File: src/rtl/l80_rx_fifo_if.sv
// ---------------------------------------------------------------------------
// l80_rx_fifo_if
//   Bundle of the receive-FIFO data, CPU I/O and status signals.
//   master : UART receiver / CPU side (drives rx_byte, rx_valid, cpu_io,
//            cpu_rd, cpu_addr, tx_busy; observes io_dout, rx_nempty,
//            rx_overrun, fifo_count)
//   slave  : the FIFO block itself
// ---------------------------------------------------------------------------
interface l80_rx_fifo_if #(
    parameter int DEPTH_LOG2 = 4
);
    logic [7:0]          rx_byte;
    logic                rx_valid;
    logic                cpu_io;
    logic                cpu_rd;
    logic [7:0]          cpu_addr;
    logic                tx_busy;
    logic [7:0]          io_dout;
    logic                rx_nempty;
    logic                rx_overrun;
    logic [DEPTH_LOG2:0] fifo_count;

    modport master (
        output rx_byte, rx_valid, cpu_io, cpu_rd, cpu_addr, tx_busy,
        input  io_dout, rx_nempty, rx_overrun, fifo_count
    );

    modport slave (
        input  rx_byte, rx_valid, cpu_io, cpu_rd, cpu_addr, tx_busy,
        output io_dout, rx_nempty, rx_overrun, fifo_count
    );
endinterface

File: src/rtl/l80_rx_fifo.sv
// ---------------------------------------------------------------------------
// l80_rx_fifo
//   Receive byte queue between the UART receiver and the light8080 I/O space.
//   Bytes pushed by the receiver are buffered; the CPU pops them by reading
//   DATA_ADDR and reads a status byte at STAT_ADDR. rx_nempty doubles as the
//   level interrupt request.
//
//   Ports:
//     clock   - block clock, rising edge
//     reset2  - asynchronous active-high reset
//     bus     - l80_rx_fifo_if.slave:
//                 rx_byte/rx_valid    receiver push
//                 cpu_io/cpu_rd/cpu_addr  CPU I/O read access
//                 tx_busy             reported in status bit 0
//                 io_dout             registered read data
//                 rx_nempty           FIFO not empty (IRQ level)
//                 rx_overrun          sticky dropped-byte flag
//                 fifo_count          number of stored bytes
//
//   Status byte: {3'b0, rx_nempty, rx_overrun, full, 1'b0, tx_busy}
// ---------------------------------------------------------------------------
module l80_rx_fifo #(
    parameter int         DEPTH_LOG2 = 4,
    parameter logic [7:0] DATA_ADDR  = 8'h80,
    parameter logic [7:0] STAT_ADDR  = 8'h83
) (
    input logic          clock,
    input logic          reset2,
    l80_rx_fifo_if.slave bus
);

    localparam int                  DEPTH     = 2 ** DEPTH_LOG2;
    localparam logic [DEPTH_LOG2:0] COUNT_MAX = DEPTH[DEPTH_LOG2:0];

    // Storage has no reset; contents are don't-care until written.
    logic [7:0]            mem [DEPTH];

    logic [DEPTH_LOG2-1:0] wp_reg;
    logic [DEPTH_LOG2-1:0] rp_reg;
    logic [DEPTH_LOG2:0]   count_reg;
    logic [DEPTH_LOG2:0]   count_next;
    logic                  overrun_reg;
    logic                  overrun_next;
    logic                  nempty_reg;
    logic [7:0]            dout_reg;
    logic [7:0]            dout_next;
    logic                  rd_hit_d_reg;
    logic                  st_hit_d_reg;

    logic                  full;
    logic                  empty;
    logic                  rd_hit;
    logic                  st_hit;
    logic                  pop;
    logic                  push;
    logic                  overrun_set;
    logic                  status_clear;
    logic [7:0]            status_byte;

    assign full  = (count_reg == COUNT_MAX);
    assign empty = (count_reg == '0);

    assign rd_hit = bus.cpu_io & bus.cpu_rd & (bus.cpu_addr == DATA_ADDR);
    assign st_hit = bus.cpu_io & bus.cpu_rd & (bus.cpu_addr == STAT_ADDR);

    // Edge detection so a read strobe held for several cycles acts once.
    assign pop          = rd_hit & ~rd_hit_d_reg & ~empty;
    assign status_clear = st_hit & ~st_hit_d_reg;

    // A pop in the same cycle frees the slot the push needs, even when full.
    assign push        = bus.rx_valid & (~full | pop);
    assign overrun_set = bus.rx_valid & full & ~pop;

    assign status_byte = {3'b000, nempty_reg, overrun_reg, full, 1'b0, bus.tx_busy};

    always_comb begin
        count_next = count_reg;
        case ({push, pop})
            2'b10:   count_next = count_reg + 1'b1;
            2'b01:   count_next = count_reg - 1'b1;
            default: count_next = count_reg;
        endcase
    end

    // Set beats clear when both happen in one cycle.
    always_comb begin
        overrun_next = overrun_reg;
        if (overrun_set) begin
            overrun_next = 1'b1;
        end else if (status_clear) begin
            overrun_next = 1'b0;
        end
    end

    // Read mux is sampled from pre-update state, so a popping read returns
    // the byte being removed.
    always_comb begin
        dout_next = dout_reg;
        if (bus.cpu_io) begin
            if (bus.cpu_addr == DATA_ADDR) begin
                dout_next = empty ? 8'h00 : mem[rp_reg];
            end else if (bus.cpu_addr == STAT_ADDR) begin
                dout_next = status_byte;
            end
        end
    end

    always_ff @(posedge clock) begin
        if (push) begin
            mem[wp_reg] <= bus.rx_byte;
        end
    end

    always_ff @(posedge clock or posedge reset2) begin
        if (reset2) begin
            wp_reg       <= '0;
            rp_reg       <= '0;
            count_reg    <= '0;
            overrun_reg  <= 1'b0;
            nempty_reg   <= 1'b0;
            dout_reg     <= 8'h00;
            rd_hit_d_reg <= 1'b0;
            st_hit_d_reg <= 1'b0;
        end else begin
            if (push) begin
                wp_reg <= wp_reg + 1'b1;
            end
            if (pop) begin
                rp_reg <= rp_reg + 1'b1;
            end
            count_reg    <= count_next;
            overrun_reg  <= overrun_next;
            nempty_reg   <= (count_next != '0);
            dout_reg     <= dout_next;
            rd_hit_d_reg <= rd_hit;
            st_hit_d_reg <= st_hit;
        end
    end

    assign bus.io_dout    = dout_reg;
    assign bus.rx_nempty  = nempty_reg;
    assign bus.rx_overrun = overrun_reg;
    assign bus.fifo_count = count_reg;

endmodule
File: src/flat_wrapper.sv
// flat-port wrapper written by rule: the top's interface ports become plain ports
module l80_rx_fifo_flat 
#(
    parameter int         DEPTH_LOG2 = 4,
    parameter logic [7:0] DATA_ADDR  = 8'h80,
    parameter logic [7:0] STAT_ADDR  = 8'h83
)
  (clock, reset2, bus_rx_byte, bus_rx_valid, bus_cpu_io, bus_cpu_rd, bus_cpu_addr, bus_tx_busy, bus_io_dout, bus_rx_nempty, bus_rx_overrun, bus_fifo_count);
  l80_rx_fifo_if #(.DEPTH_LOG2(DEPTH_LOG2)) bus_i ();
  input logic clock;
  input logic reset2;
  input wire logic [$bits(bus_i.rx_byte)-1:0] bus_rx_byte;
  input wire logic [$bits(bus_i.rx_valid)-1:0] bus_rx_valid;
  input wire logic [$bits(bus_i.cpu_io)-1:0] bus_cpu_io;
  input wire logic [$bits(bus_i.cpu_rd)-1:0] bus_cpu_rd;
  input wire logic [$bits(bus_i.cpu_addr)-1:0] bus_cpu_addr;
  input wire logic [$bits(bus_i.tx_busy)-1:0] bus_tx_busy;
  output wire logic [$bits(bus_i.io_dout)-1:0] bus_io_dout;
  output wire logic [$bits(bus_i.rx_nempty)-1:0] bus_rx_nempty;
  output wire logic [$bits(bus_i.rx_overrun)-1:0] bus_rx_overrun;
  output wire logic [$bits(bus_i.fifo_count)-1:0] bus_fifo_count;
  assign bus_i.rx_byte = bus_rx_byte;
  assign bus_i.rx_valid = bus_rx_valid;
  assign bus_i.cpu_io = bus_cpu_io;
  assign bus_i.cpu_rd = bus_cpu_rd;
  assign bus_i.cpu_addr = bus_cpu_addr;
  assign bus_i.tx_busy = bus_tx_busy;
  assign bus_io_dout = bus_i.io_dout;
  assign bus_rx_nempty = bus_i.rx_nempty;
  assign bus_rx_overrun = bus_i.rx_overrun;
  assign bus_fifo_count = bus_i.fifo_count;
  l80_rx_fifo #(.DEPTH_LOG2(DEPTH_LOG2), .DATA_ADDR(DATA_ADDR), .STAT_ADDR(STAT_ADDR)) u_core (.clock(clock), .reset2(reset2), .bus(bus_i));
endmodule
File: config.mk
export PLATFORM = sky130hd
export DESIGN_NAME = l80_rx_fifo_flat
export DESIGN_NICKNAME = d
export VERILOG_FILES = /design/src/rtl/l80_rx_fifo_if.sv /design/src/rtl/l80_rx_fifo.sv /design/src/flat_wrapper.sv
export SDC_FILE = /design/constraint.sdc
export NUM_CORES = 1
export LEC_CHECK = 0
export BUFFER_PORTS_ARGS = -buffer_cell sky130_fd_sc_hd__clkbuf_2
export CAP_MARGIN = 40
export CORE_UTILIZATION = 25
export DETAILED_ROUTE_END_ITERATION = 12
export GPL_TIMING_DRIVEN = 0
export HOLD_SLACK_MARGIN = 0.03
export PLACE_DENSITY = 0.47
export SLEW_MARGIN = 25
export SYNTH_ARGS = -nofsm -noshare
export SYNTH_HDL_FRONTEND = slang
export SYNTH_SLANG_ARGS = --single-unit
File: constraint.sdc
create_clock -name clock -period 5.3 [get_ports clock]
set_clock_uncertainty 0.1 [all_clocks]
set_input_delay 0.795 -clock clock [delete_from_list [all_inputs] [get_ports clock]]
set_output_delay 0.795 -clock clock [all_outputs]
set_load 0.005 [all_outputs]
==> impl_results.md <==
- Gpl congestion: slightly below 0.8
- Layout cells sized above 1: ~30%
- Clk_lat worst skew: between 0.4 and 0.5 ns
- Max frequency: 313.3 MHz
- Fill count: 2418
- Period utilisation layout: between 60% and 70%
- Simple-Gate Fraction of Synth Area: ~6.5%
- 1st-pass router iterations: 4
- R2r setup slk: 2.15 ns
- Slew Limit Fails: 0
- Tmin final: between 3 and 4 ns
- Vias per cell: 4.352
- IO Pins: 37
- Root Buffer: clkbuf_16
- Die H: about 160 um
- Worst setup SP type: primary input
- TritonCTS clock tree: built
- Vias in the first global route: roughly 3500
- Port bufs: 35
- First-pass GRT wire length: approximately 21000 um
- Fin worst setup slack: 2.109 ns
- Initial DRC Count: approximately 260
- PD cells: ~420 nW/um^2
- Crit-path max FO: 9
- Mux share of post-synthesis cell area: between 10% and 20%
- Core Footprint: ~24000 um^2
- Cells after Synth: between 300 and 400
- Mapped Area: around 6200 um^2
- Outcome: finished, final reports clean
- Layout area overhead: 20.00%
- Clock Pin Slew Worst Setup and Hold Paths: approximately 0.06 ns
- Reg with most FFs: u_core.mem
- YS warnings: 0
- CP max stage delay: about 0.52 ns
- Distinct cell type count after synthesis: 48
- Post-CTS Setup Inserts: 0
- Post-synth EDFFs: 128
- Post-synth ARST share: roughly 16%
- Starting Density: around a quarter
- Final Hold Viols: 0
- Post-cts sizing count: 0
- Slew HR: 49.17%
- Critical path class: primary input to flip-flop
- DR vias: around 3200
- FP Rows: 57
- Largest family of logic cells by synthesized area: multiplexers
- Die Wd: approximately 160 um
- Avg WL per Cell: 17.83 um
- Max reg flops: between 100 and 150
- Synth Register Bits: around 150
- H-tree levels: 4
- Die ar.: roughly 26000 um^2
- Slowest stage cell, crit path: and2_1
- Hold Crit Class: primary input to async pin
- Max_cap viols: 0
- CTS Hold Bufs: 0
- Final wirelength: ~13000 um
- Top_reg_cell synth: edfxtp_1
- Syn Nets: between 300 and 400
- WP data required: roughly 5.3 ns
- CTS sink cnt: ~150
- Maximum VDD drop: 0.2218 mV
- Crit end category: flip-flop
- DP HPWL: roughly 9400 um
- Hold Slack: 0.2412 ns
- Crit-path cells: clkbuf_2 -> nor4_4 -> nand2_1 -> nor3_2 -> o21ai_1 -> nor3b_1 -> and2_1
- Post-synthesis xor/xnor area fraction: about 1.7%
- Syn avg cell area: between 15 and 20 um^2
- RSZ-0062 raised after global routing: no
- Nets: approximately 440
- DRC Markers: 0
- Initial antenna violation count: 0
- Largest net degree at the start of global routing: 18
- Synth Area in Compound Gates: under 10%
- Num CTS Buffers: 17
- Tightest Pin Transition: ~0.76 ns
- Clk buf depth: 2
- Grt ovf: 0
- GRT Util Overall: between 10 and 15%
- R2r worst-path depth: 10
- Worst R2R End: u_core.bus.rx_nempty$_DFF_PP0_
- Leakage: ~2.5 nW
- Sequential share of the synthesized area: a little under three quarters
- R2R Path Start: u_core.bus.fifo_count[0]$_DFF_PP0_
- Post-route setup TNS: 0 ns
- Ant diodes: 0
- Antenna viol nets, final: 0
- Pre-CTS setup slack: approximately 1.6 ns
- Worst path arrival time: around 3.1 ns
- Post-synthesis adder-cell area fraction: 1.201%
- Setup violators final: 0
==> per-layer routing <==
metal / routed length (um) / up-vias / GRT usage, % / part of all wire (%)
li1: - / 1499 / - / -
met1: 6315 / 1665 / 14.88 / 48
met2: 6367 / 65 / 17.75 / 48
met3: 429 / 9 / 2.338 / 3.2
met4: 152 / 0 / 4.675 / 1.1
met5: 0 / - / 0 / 0
==> cell usage in the layout, fill, tap and decap left out, types with 6 or more instances in the layout <==
master,count
edfxtp_1,128
clkbuf_2,35
mux4_2,30
dfrtp_1,25
nand2_1,17
clkbuf_16,17
o21ai_0,12
nor2_1,11
mux2i_1,10
and2_1,9
xnor2_1,8
inv_1,8
buf_2,8
clkbuf_1,6
ha_1,6
==> area by class of cell <==
class | instances | area, um^2 | area share (%)
inverter | 8 | 30.03 | 0.4004
multi-input combinational | 169 | 1707 | 22.76
timing repair buffer | 44 | 240.2 | 3.203
buffer | 14 | 68.82 | 0.9176
clock buffer | 18 | 429.2 | 5.722
clock inverter | 14 | 150.1 | 2.002
sequential | 153 | 4469 | 59.59
tap | 324 | 405.4 | 5.405
==> kinds of logic (layout without fill, tap and decap cells) <==
family / Yosys count / count (layout)
fa+ha+maj: 6 / 6
buf+inv: 22 / 98
compound gates: 37 / 37
xor+xnor: 12 / 12
flops: 153 / 153
simple gates: 69 / 69
mux: 45 / 45
==> metrics by stage <==
step | utilization (%) | cells | instance area (um^2) | power, mW
after floorplan | - | 344 | 6250 | 1.788
after global placement | 28.00 | 703 | 6830 | 1.937
after detailed placement | 28.37 | 712 | 6920 | 1.978
after CTS | 30.75 | 744 | 7500 | 3.155
after global routing | 30.75 | 744 | 7500 | 3.254
final | 30.75 | 744 | 7500 | 3.122
==> critical path, delay by kind of cell <==
family	cells	cell delay, ns
simple gates	5	1.90
compound gates	1	0.33
buf+inv	1	0.10
==> power breakdown <==
group          switching, mW  leakage (nW)  total [mW]  internal (mW)
registers             0.0712          1.48        1.52           1.45
logic                  0.257         0.766       0.425          0.167
clock network          0.482         0.267        1.18          0.695
==> cell usage after synthesis (4+ instances only) <==
library cell,number,share of area (%)
nand2_1,17,1.0
clkbuf_1,5,0.30
mux2_2,5,0.90
nand3_1,4,0.32
xnor2_1,8,1.1
a22o_1,4,0.56
a21oi_1,4,0.32
and2_1,9,0.90
o21ai_0,12,0.96
mux4_2,30,11
edfxtp_1,128,62
inv_1,8,0.48
buf_2,4,0.32
nor2_1,11,0.66
xor2_1,4,0.56
dfrtp_1,25,10
ha_1,6,1.2
nor4_1,6,0.60
mux2i_1,10,1.6
==> worst max path at each step <==
stage                                            start                        endpoint  slack, ns  cells after the start
detailed placement                     bus_cpu_addr[3]      u_core.mem[4][5]$_DFFE_PP_       1.63                      7
finish                                 bus_cpu_addr[3]      u_core.mem[5][3]$_DFFE_PP_       2.11                      7
global placement                       bus_cpu_addr[1]      u_core.mem[0][1]$_DFFE_PP_       0.97                      6
CTS                                    bus_cpu_addr[3]      u_core.mem[4][7]$_DFFE_PP_       2.08                      7
floorplan                              bus_cpu_addr[3]      u_core.mem[0][0]$_DFFE_PP_       2.20                      5
global route        u_core.bus.fifo_count[0]$_DFF_PP0_  u_core.bus.rx_nempty$_DFF_PP0_       1.83                     10
Note: power is estimated with default switching activity, not from simulation.
